==> src/rtl/cpu_pkg.sv <==
// Shared CPU definitions: fetch FSM states, primary opcode values and the NOP encoding.
package cpu_pkg;

  typedef enum logic {
    FETCH,
    HOLD
  } fetch_state_e;

  localparam logic [5:0] OP_RTYPE = 6'b000000;
  localparam logic [5:0] OP_J     = 6'b000010;
  localparam logic [5:0] OP_BEQ   = 6'b000100;
  localparam logic [5:0] OP_BNE   = 6'b000101;
  localparam logic [5:0] OP_LW    = 6'b100011;
  localparam logic [5:0] OP_SW    = 6'b101011;

  localparam logic [31:0] NOP = 32'h0000_0000;

endpackage

==> src/rtl/ifetch_next_pc.sv <==
// Next-PC selection: jump beats taken branch, which beats sequential fall-through.
module ifetch_next_pc (
  input  logic [31:0] pc_plus4,
  input  logic        branch_taken,
  input  logic [15:0] branch_imm,
  input  logic        jump,
  input  logic [25:0] jump_target,
  output logic [31:0] next_pc
);

  // Word offset, sign-extended and scaled to bytes.
  logic [31:0] br_off;
  assign br_off = {{14{branch_imm[15]}}, branch_imm, 2'b00};

  always_comb begin
    if (jump) begin
      next_pc = {pc_plus4[31:28], jump_target, 2'b00};
    end else if (branch_taken) begin
      next_pc = pc_plus4 + br_off;
    end else begin
      next_pc = pc_plus4;
    end
  end

endmodule

==> src/rtl/ifetch_unit.sv <==
// Instruction-fetch stage: requests one word per PC, holds it for the datapath until
// advance, then moves the PC to the sequential, branch or jump successor.
module ifetch_unit
  import cpu_pkg::*;
#(
  parameter logic [31:0] RESET_PC = 32'h0000_0000
) (
  input  logic        clk,
  input  logic        rst_n,
  output logic        o_imem_req,
  output logic [31:0] o_imem_addr,
  input  logic        i_imem_ready,
  input  logic [31:0] i_imem_rdata,
  output logic        o_instr_valid,
  output logic [31:0] o_instr,
  output logic [5:0]  o_opcode,
  output logic [31:0] o_pc,
  output logic [31:0] o_pc_plus4,
  input  logic        i_advance,
  input  logic        i_branch_taken,
  input  logic [15:0] i_branch_imm,
  input  logic        i_jump,
  input  logic [25:0] i_jump_target
);

  fetch_state_e state_q, state_d;
  logic [31:0]  pc_q, pc_d;
  logic [31:0]  instr_q, instr_d;
  logic         valid_q, valid_d;
  logic [31:0]  pc_plus4;
  logic [31:0]  next_pc;

  assign pc_plus4 = pc_q + 32'd4;

  ifetch_next_pc u_next_pc (
    .pc_plus4     (pc_plus4),
    .branch_taken (i_branch_taken),
    .branch_imm   (i_branch_imm),
    .jump         (i_jump),
    .jump_target  (i_jump_target),
    .next_pc      (next_pc)
  );

  always_ff @(posedge clk or negedge rst_n) begin
    if (!rst_n) begin
      state_q <= FETCH;
      pc_q    <= RESET_PC;
      instr_q <= NOP;
      valid_q <= 1'b0;
    end else begin
      state_q <= state_d;
      pc_q    <= pc_d;
      instr_q <= instr_d;
      valid_q <= valid_d;
    end
  end

  always_comb begin
    state_d = state_q;
    pc_d    = pc_q;
    instr_d = instr_q;
    valid_d = valid_q;
    unique case (state_q)
      FETCH: begin
        if (i_imem_ready) begin
          instr_d = i_imem_rdata;
          valid_d = 1'b1;
          state_d = HOLD;
        end
      end
      HOLD: begin
        if (i_advance) begin
          pc_d    = next_pc;
          valid_d = 1'b0;
          state_d = FETCH;
        end
      end
      default: state_d = FETCH;
    endcase
  end

  // Gating with rst_n drops the request the moment reset asserts, not at the next edge.
  always_comb begin
    o_imem_req    = rst_n && (state_q == FETCH);
    o_imem_addr   = {pc_q[31:2], 2'b00};
    o_instr_valid = valid_q;
    o_instr       = instr_q;
    o_opcode      = instr_q[31:26];
    o_pc          = pc_q;
    o_pc_plus4    = pc_plus4;
  end

endmodule

==> config.mk <==
export PLATFORM = sky130hd
export DESIGN_NAME = ifetch_unit
export DESIGN_NICKNAME = d
export VERILOG_FILES = /design/src/rtl/cpu_pkg.sv /design/src/rtl/ifetch_next_pc.sv /design/src/rtl/ifetch_unit.sv
export SDC_FILE = /design/constraint.sdc
export NUM_CORES = 1
export LEC_CHECK = 0
export ABC_AREA = 1
export BUFFER_PORTS_ARGS = -buffer_cell sky130_fd_sc_hd__buf_2
export CORE_MARGIN = 1
export CORE_UTILIZATION = 53
export CTS_BUF_LIST = sky130_fd_sc_hd__clkbuf_4 sky130_fd_sc_hd__clkbuf_8
export CTS_CLUSTER_DIAMETER = 60
export DETAILED_ROUTE_END_ITERATION = 10
export PLACE_DENSITY = 0.93
export SETUP_SLACK_MARGIN = 0.5
export SLEW_MARGIN = 25
export SYNTH_ARGS = -nofsm -noshare
export SYNTH_HDL_FRONTEND = slang
export SYNTH_SLANG_ARGS = --single-unit
==> constraint.sdc <==
create_clock -name clk -period 3 [get_ports clk]
set_input_delay 0.3 -clock clk [delete_from_list [all_inputs] [get_ports clk]]
set_output_delay 0.3 -clock clk [all_outputs]
set_load 0.01 [all_outputs]
==> out/results.ini, run 1 <==
[yosys]
yosysSeqAreaShare=0.249
synth_cell_types=41
avgSynthCellArea_um2=6.41
syn-cell-area_um2=6430
yosys.area.top_type_share=0.249
ys_top_cells_by_count=nand2_1 (312), inv_1 (150), nor2_1 (104)
ys_seq_elements=64
synth_area_leaders=dfrtp_1 (25%), nand2_1 (18%), inv_1 (8.8%)
synthArstFlopShare=1.00
ys.flop_type=dfrtp_1
ys_warn_count=0
yosysMostFrequentCell=nand2_1
netlist_instances=1003
synth_enable_flop_cells=0
yosys.area.top_type=dfrtp_1

[die]
pin_count=216
rows=39
fp.dieH_um=112
start_util=0.554
die_width_um=112

[sta]
worstEpCategory=register data pin
grt_repair_worst_endpoint=o_pc[26]$_DFFE_PN0P_/D

[clock_tree]
numCtsBuffers=9
cts_max_path_buffers=2
h-tree-depth=3
cts_sinks=64
ctsHoldBuffers=0
clockRootBuffer=clkbuf_8

[placement]
gp_congestion=1.00
portBuffers=209
numPlacedInstances=1358
dp_hpwl_mm=18.0

[global_route]
grt_max_degree=65
gr-total-overflow=41
grtUsageTotal=0.710

[outcome]
failed_stage=5_1_grt
status=aborted with a tool error
error=[ERROR GRT-0232] Routing congestion too high. Check the congestion heatmap in the GUI.

## kinds of logic after synthesis
group	share of synthesized area
simple gates	0.348
buf+inv	0.154
compound gates	0.0928
flops	0.249
fa+ha+maj	0.0731
mux	0.0560
xor+xnor	0.0272
other cells	0.000583
## stage by stage
step | TNS [ns] | util | area (um2) | hold slack [ns] | worst slack [ns]
CTS | 0 | 0.803 | 9330 | 0.134 | 0.224
detailed placement | -1.33 | 0.675 | 7840 | 0.490 | -0.294
global placement | -1.12 | 0.675 | 7840 | 0.482 | -0.265
floorplan | 0 | - | 6590 | 0.00441 | 0.440
## layer usage
layer	GRT usage	GRT overflow
met1	0.722	0
met2	0.895	14
met3	0.525	0
met4	0.725	27
met5	0.0902	0
## what timing repair did
item / in CTS
hold endpoints to repair: 0
setup buffers: 49
endpoints found under the setup margin: 28
gates cloned: 0
pin swaps: 78
gates resized for setup: 210
==> inputs of run 2 (changes only) <==
--- a/config.mk
+++ b/config.mk
@@ -8,12 +8,9 @@
 export ABC_AREA = 1
 export BUFFER_PORTS_ARGS = -buffer_cell sky130_fd_sc_hd__buf_2
 export CORE_MARGIN = 1
-export CORE_UTILIZATION = 53
-export CTS_BUF_LIST = sky130_fd_sc_hd__clkbuf_4 sky130_fd_sc_hd__clkbuf_8
-export CTS_CLUSTER_DIAMETER = 60
+export CORE_UTILIZATION = 40
 export DETAILED_ROUTE_END_ITERATION = 10
-export PLACE_DENSITY = 0.93
-export SETUP_SLACK_MARGIN = 0.5
+export PLACE_DENSITY_LB_ADDON = 0.15
 export SLEW_MARGIN = 25
 export SYNTH_ARGS = -nofsm -noshare
 export SYNTH_HDL_FRONTEND = slang
==> run 2 against run 1 <==
The flow now finishes without violations; synthesized cell count stayed put; area after synthesis stayed put.
==> out/results.ini, run 2 <==
[yosys]
ys_top_cells_by_count=nand2_1 (312), inv_1 (150), nor2_1 (104)  ; unchanged
ys_seq_elements=64  ; unchanged
netlist_instances=1003  ; unchanged
ys.flop_type=dfrtp_1  ; unchanged
ys_warn_count=0  ; unchanged
yosysMostFrequentCell=nand2_1  ; unchanged
avgSynthCellArea_um2=6.41  ; unchanged
syn-cell-area_um2=6430  ; unchanged
synth_cell_types=41  ; unchanged
synthArstFlopShare=1.00  ; unchanged
synth_area_leaders=dfrtp_1 (25%), nand2_1 (18%), inv_1 (8.8%)  ; unchanged
yosys.area.top_type=dfrtp_1  ; unchanged
synth_enable_flop_cells=0  ; unchanged
yosysSeqAreaShare=0.249  ; unchanged
yosys.area.top_type_share=0.249  ; unchanged

[global_route]
grt_pass1_vias=6622
grtUsageTotal=0.277
grt_pass1_wl_mm=34.9
gr-total-overflow=0
antenna_found_initial=0
grt_max_degree=65

[detailed_routing]
top_layer=met4
drt_wl_total_mm=23.5
drc=0
wl_per_cell_um=15.7
wl_met2_mm=11.0
viasPerCell=4.93
firstDrtPassIters=5
routedLengthMet1_mm=10.7
num_vias=7396
wl_met3_mm=1.33
ant_nets=0
drt_iter0_markers=458

[min_path]
hold_class=in -> reg
min-delay-start=i_advance
holdPathEnd=state_q
holdPathStages=2

[setup_path]
crit_buf_inv=3
cp_top_family=simple AND/OR/NAND/NOR gates
reg2reg_slack_ns=0.09
r2r-end=o_pc[21]
critPathKind=reg -> reg
worstPathCellList=nand2_1, nor2_2, nand2_2, nor2_4, xor2_2, ha_4, buf_4, nand2_2, inv_1, nand2_1, nand3_1, a21oi_2, buf_4, nand3_1, nand2_1, nand3_1, nand2_1, a21oi_1
cp_max_fo=4
r2r_start=o_pc[5]
cp.required_ns=3.22
crit_arrival_ns=3.12
worst_path_largest_cell_delay_ns=0.42
crit_path_frequent_cell=nand2_1
end_kind=register
startpoint_type=register
reg2reg_depth=18
cp_slowest_cell=dfrtp_1

[sta]
fin_skew_ns=0.00846
relSlewSlack=0.426
rsz0062_at_grt=yes
fmax_mhz=344
fin_crit_ns=2.91
slew_viol_final=0
tightestPinTransition_ns=0.861
hold_viol_final=0
fin_ws_ns=0.0925
fin_crit_sh=0.969
setup_viol=0

[final_layout]
diodes=0
final_cell_mix=nand2_1 (281), buf_2 (209), inv_1 (142), buf_4 (115), nor2_1 (70)
fin_area_um2=9160
area_delta_synth_final_pct=42.4
final_common_cell=nand2_1
nets=1401
largest_reg_flops=32
fill_cells=1590
layout-drive-gt1-share=0.404

[clock_tree]
cts_max_path_buffers=2  ; unchanged
clockRootBuffer=clkbuf_16  ; was clkbuf_8
ctsHoldBuffers=0  ; unchanged
h-tree-depth=3  ; unchanged
cts_tree=yes
cts_sinks=64  ; unchanged
numCtsBuffers=9  ; unchanged
clk_latency_ns=0.34
clkTransAtPathRegs_ns=0.06

[power]
total_power_uw=7540
peakVddDrop_mv=0.461
power.leakage_uw=0.00484
p_per_area_nw_per_um2=823

[placement]
portBuffers=209  ; unchanged
dp_hpwl_mm=18.6  ; was 18.0 mm
gp_congestion=0.881  ; was 1.00
dp_slack_ns=-0.0353  ; was -0.294 ns
placed_area_um2=8130  ; was 7840 um2

[outcome]
status=finished clean  ; was aborted with a tool error

[die]
coreArea_um2=15400
rows=45  ; was 39
dieArea_um2=16600
pin_count=216  ; unchanged
die_width_um=129  ; was 112 um
fp.dieH_um=129  ; was 112 um
start_util=0.417  ; was 0.554

[flow_run]
maxCapViolCount=0

## run 2: how the worst max path moves through the flow
stage,endpoint,slack [ns],from,depth (start not counted)
2_1_floorplan,o_pc[29],0.18,o_pc[2],18
3_3_place_gp,o_pc[28],-0.06,o_pc[2],18
3_5_place_dp,o_pc[15],-0.04,o_pc[2],15
4_1_cts,o_pc[28],0.005,o_pc[2],18
5_1_grt,o_pc[29],-0.14,o_pc[14],19
6_report,o_pc[21],0.09,o_pc[5],18
## run 2: where the power goes
part	internal, uW	total (uW)	switching [uW]
sequential	1110	1330	222
clock	668	1070	404
combinational	2160	5140	2980
total	3940	7540	3600
## run 2: layout make-up
type                    count  area [um2]  share of cell area
clock buffers              10         239              0.0261
repair buffers            324        1910               0.208
flip-flops and latches     64        1600               0.175
clock inverters             6        67.6             0.00738
well taps                 211         264              0.0288
multi-input cells         732        4500               0.491
inverters                 153         574              0.0627
## run 2: layer usage
layer  vias to the layer above  global-route usage
met5                         -                   0
met4                         0              0.0727
met3                        29              0.0412
met2                       245               0.439
met1                      3436               0.393
li1                       3686                   -
## run 2: through the flow
stage / hold WS (ns) / setup TNS (ns) / utilization / std cells
3_5_place_dp: 0.488 / -0.117 / 0.527 / 1473
3_3_place_gp: 0.483 / -0.185 / 0.527 / 1473
6_report: 0.162 / 0 / 0.594 / 1500
4_1_cts: 0.154 / 0 / 0.548 / 1489
2_1_floorplan: 0.00441 / 0 / - / 1008
5_1_grt: 0.161 / -0.802 / 0.594 / 1500
## run 2: cell families after synthesis
group	share of synthesized area
xor+xnor	0.0272
fa+ha+maj	0.0731
compound gates	0.0928
buf+inv	0.154
other cells	0.000583
simple gates	0.348
flops	0.249
mux	0.0560
## run 2: worst reg2reg max path, cell delays in order (launching register included)
cell	delay [ns]
dfrtp_1	0.42
nand2_1	0.15
nor2_2	0.14
nand2_2	0.11
nor2_4	0.19
xor2_2	0.29
ha_4	0.27
buf_4	0.14
nand2_2	0.11
inv_1	0.07
nand2_1	0.06
nand3_1	0.10
a21oi_2	0.20
buf_4	0.14
nand3_1	0.05
nand2_1	0.08
nand3_1	0.08
nand2_1	0.12
a21oi_1	0.08
## run 2: repair_timing
action	CTS	global route
pin swaps	0	23
gates resized for setup	6	140
endpoints found under the setup margin	11	24
hold endpoints to repair	0	0
setup buffers	0	11
cloned	0	0
Note: power is estimated with default switching activity, not from simulation.
==> inputs of run 3 (changes only) <==
--- a/config.mk
+++ b/config.mk
@@ -14,4 +14,5 @@
 export SLEW_MARGIN = 25
 export SYNTH_ARGS = -nofsm -noshare
 export SYNTH_HDL_FRONTEND = slang
+export SYNTH_HIERARCHICAL = 1
 export SYNTH_SLANG_ARGS = --single-unit
==> run 3 against run 2 <==
Final cell count decreased by 1.1%; combinational power down 9.5%; setup slack got worse by 0.056 ns; global-route usage decreased by 0.21 points; cell area grew 0.26%; highest routed layer unchanged.
==> out/results.ini, run 3 <==
[sta]
finalSetupTns_ns=0  ; unchanged
fin_ws_ns=0.0365  ; was 0.0925 ns
slew_viol_final=0  ; unchanged
rsz0062_at_grt=yes  ; unchanged
fin_crit_ns=2.96  ; was 2.91 ns
fmax_mhz=337  ; was 344 MHz
hold_viol_final=0  ; unchanged
relSlewSlack=0.419  ; was 0.426
fin_crit_sh=0.988  ; was 0.969
setup_viol=0  ; unchanged
fin_skew_ns=0.00587  ; was 0.00846 ns
tightestPinTransition_ns=0.872  ; was 0.861 ns

[yosys]
synth_area_leaders=dfrtp_1 (26%), nand2_1 (23%), inv_1 (6.1%)  ; was dfrtp_1 (25%), nand2_1 (18%), inv_1 (8.8%)
synthArstFlopShare=1.00  ; unchanged
ys_top_cells_by_count=nand2_1 (396), inv_1 (104), nor2_1 (72)  ; was nand2_1 (312), inv_1 (150), nor2_1 (104)
synth_enable_flop_cells=0  ; unchanged
yosys.area.top_type=dfrtp_1  ; unchanged
yosysMostFrequentCell=nand2_1  ; unchanged
synth_cell_types=38  ; was 41
netlist_instances=981  ; was 1003
avgSynthCellArea_um2=6.50  ; was 6.41 um2
ys_seq_elements=66  ; was 64
ys_warn_count=6  ; was 0
ys.flop_type=dfrtp_1  ; unchanged
yosysSeqAreaShare=0.259  ; was 0.249
yosys.area.top_type_share=0.259  ; was 0.249
syn-cell-area_um2=6380  ; was 6430 um2

[final_layout]
layout-drive-gt1-share=0.426  ; was 0.404
fin_area_um2=9180  ; was 9160 um2
diodes=0  ; unchanged
final_util=0.597  ; was 0.594
stdcell_count=1484  ; was 1500
area_delta_synth_final_pct=44.0  ; was 42.4%
final_cell_mix=nand2_1 (362), buf_2 (213), buf_4 (116), inv_1 (100), dfrtp_1 (58)  ; was nand2_1 (281), buf_2 (209), inv_1 (142), buf_4 (115), nor2_1 (70)
nets=1379  ; was 1401
final_common_cell=nand2_1  ; unchanged

[detailed_routing]
wl_met3_mm=1.26  ; was 1.33 mm
drt_wl_total_mm=22.8  ; was 23.5 mm
wl_per_cell_um=15.4  ; was 15.7 um
num_vias=7142  ; was 7396
firstDrtPassIters=6  ; was 5
top_layer=met4  ; unchanged
routedLengthMet1_mm=10.6  ; was 10.7 mm
viasPerCell=4.81  ; was 4.93
drc=0  ; unchanged
wl_met2_mm=10.5  ; was 11.0 mm
ant_nets=0  ; unchanged
drt_iter0_markers=617  ; was 458

[global_route]
grtUsageTotal=0.275  ; was 0.277
grt_pass1_vias=6637  ; was 6622
grt_max_degree=67  ; was 65
antenna_found_initial=0  ; unchanged
gr-total-overflow=0  ; unchanged
grt_pass1_wl_mm=34.6  ; was 34.9 mm

[clock_tree]
cts_sinks=66  ; was 64
cts_tree=yes  ; unchanged
numCtsBuffers=9  ; unchanged
clockRootBuffer=clkbuf_16  ; unchanged
clkTransAtPathRegs_ns=0.06  ; about the same
clk_latency_ns=0.33  ; was 0.34 ns
h-tree-depth=3  ; unchanged
cts_max_path_buffers=2  ; unchanged

[outcome]
status=finished clean  ; unchanged

[setup_path]
startpoint_type=register  ; unchanged
r2r-end=o_pc[16]  ; was o_pc[21]
r2r_start=o_pc[3]  ; was o_pc[5]
reg2reg_depth=22  ; was 18
cp.required_ns=3.21  ; was 3.22 ns
cp_max_fo=5  ; was 4
reg2reg_slack_ns=0.04  ; was 0.09 ns
cp-endpoint=o_pc[16]  ; was o_pc[21]
end_kind=register  ; unchanged
crit_arrival_ns=3.18  ; was 3.12 ns
crit_start=o_pc[3]  ; was o_pc[5]
critPathKind=reg -> reg  ; unchanged

[placement]
numPlacedInstances=1446  ; was 1473
gp_congestion=0.931  ; was 0.881
dp_hpwl_mm=18.1  ; was 18.6 mm
dp_slack_ns=-0.174  ; was -0.0353 ns
placed_area_um2=8060  ; was 8130 um2
portBuffers=213  ; was 209

[die]
dieArea_um2=16500  ; was 16600 um2
pin_count=216  ; unchanged
fp.dieH_um=128  ; was 129 um
coreArea_um2=15400  ; about the same
die_width_um=128  ; was 129 um
start_util=0.415  ; was 0.417
rows=45  ; unchanged

[flow_run]
maxCapViolCount=0  ; unchanged

[power]
p_per_area_nw_per_um2=776  ; was 823 nW/um2
peakVddDrop_mv=0.535  ; was 0.461 mV
power.leakage_uw=0.00500  ; was 0.00484 uW

[min_path]
hold_class=in -> async  ; was in -> reg

-- run 3: where the power goes --
| group | internal [uW] | switching [uW] | total (uW) |
|---|---|---|---|
| Clock | 693 | 409 | 1100 |
| Sequential | 1140 | 240 | 1380 |
| Combinational | 2010 | 2640 | 4650 |
-- run 3: worst min-delay path by stage --
stage / startpoint / endpoint / slack (ns) / depth (start not counted)
after floorplan: rst_n / o_instr[0] / 0.004 / 0
after global placement: o_instr[4] / o_instr[4] / 0.48 / 1
after detailed placement: o_instr[14] / o_instr[14] / 0.49 / 1
after CTS: i_advance / state_q / 0.17 / 2
after global routing: i_advance / state_q / 0.18 / 2
final: rst_n / o_instr[28] / 0.17 / 2
-- run 3: repair_timing --
| action | 4_1_cts | 5_1_grt |
|---|---|---|
| resized for setup | 10 | 137 |
| buffers inserted | 1 | 21 |
| hold buffers | 0 | 0 |
| endpoints found under the setup margin | 16 | 20 |
| pin swaps | 1 | 19 |
-- run 3: metal layers --
| metal | global-route usage | vias up |
|---|---|---|
| met5 | 0 | - |
| met4 | 0.0893 | 0 |
| met3 | 0.0292 | 27 |
| met2 | 0.440 | 244 |
| met1 | 0.388 | 3266 |
| li1 | - | 3605 |
-- run 3: logic make-up after synthesis --
group / after synthesis / synth area share
AND/OR/NAND/NOR: 574 / 0.389
flip-flops: 66 / 0.259
other: 1 / 0.000588
buffers and inverters: 166 / 0.124
multiplexers: 32 / 0.0565
XOR/XNOR: 24 / 0.0341
AO/OA/AOI/OAI: 87 / 0.0749
adder cells (fa/ha/maj): 31 / 0.0620
-- run 3: critical path: stages (launching register included) --
cell	delay, ns
dfrtp_1	0.34
buf_4	0.12
ha_4	0.14
nand2_2	0.07
nor2_4	0.13
nand2_4	0.09
buf_6	0.13
nor2_4	0.11
buf_12	0.12
xor2_4	0.18
ha_4	0.26
nand2_4	0.09
inv_1	0.04
nand2_1	0.07
nand2_2	0.06
o21bai_2	0.20
nor2_1	0.15
xor2_1	0.15
nand2_1	0.07
nand2_1	0.10
nand2_2	0.08
nand2_1	0.09
nand2_1	0.05
-- run 3: through the flow --
step / hold slack [ns] / power (uW)
finish: 0.169 / 7130
global route: 0.183 / 7650
CTS: 0.173 / 6570
detailed placement: 0.488 / 5410
global placement: 0.483 / 5410
floorplan: 0.00441 / 3840
-- run 3: final cells by class --
class | instances | area [um2]
inverters | 108 | 405
clock buffers | 11 | 253
well taps | 211 | 264
flip-flops and latches | 66 | 1660
clock inverters | 5 | 60.1
multi-input cells | 750 | 4550
fillers | 1447 | 6190
repair buffers | 333 | 1990
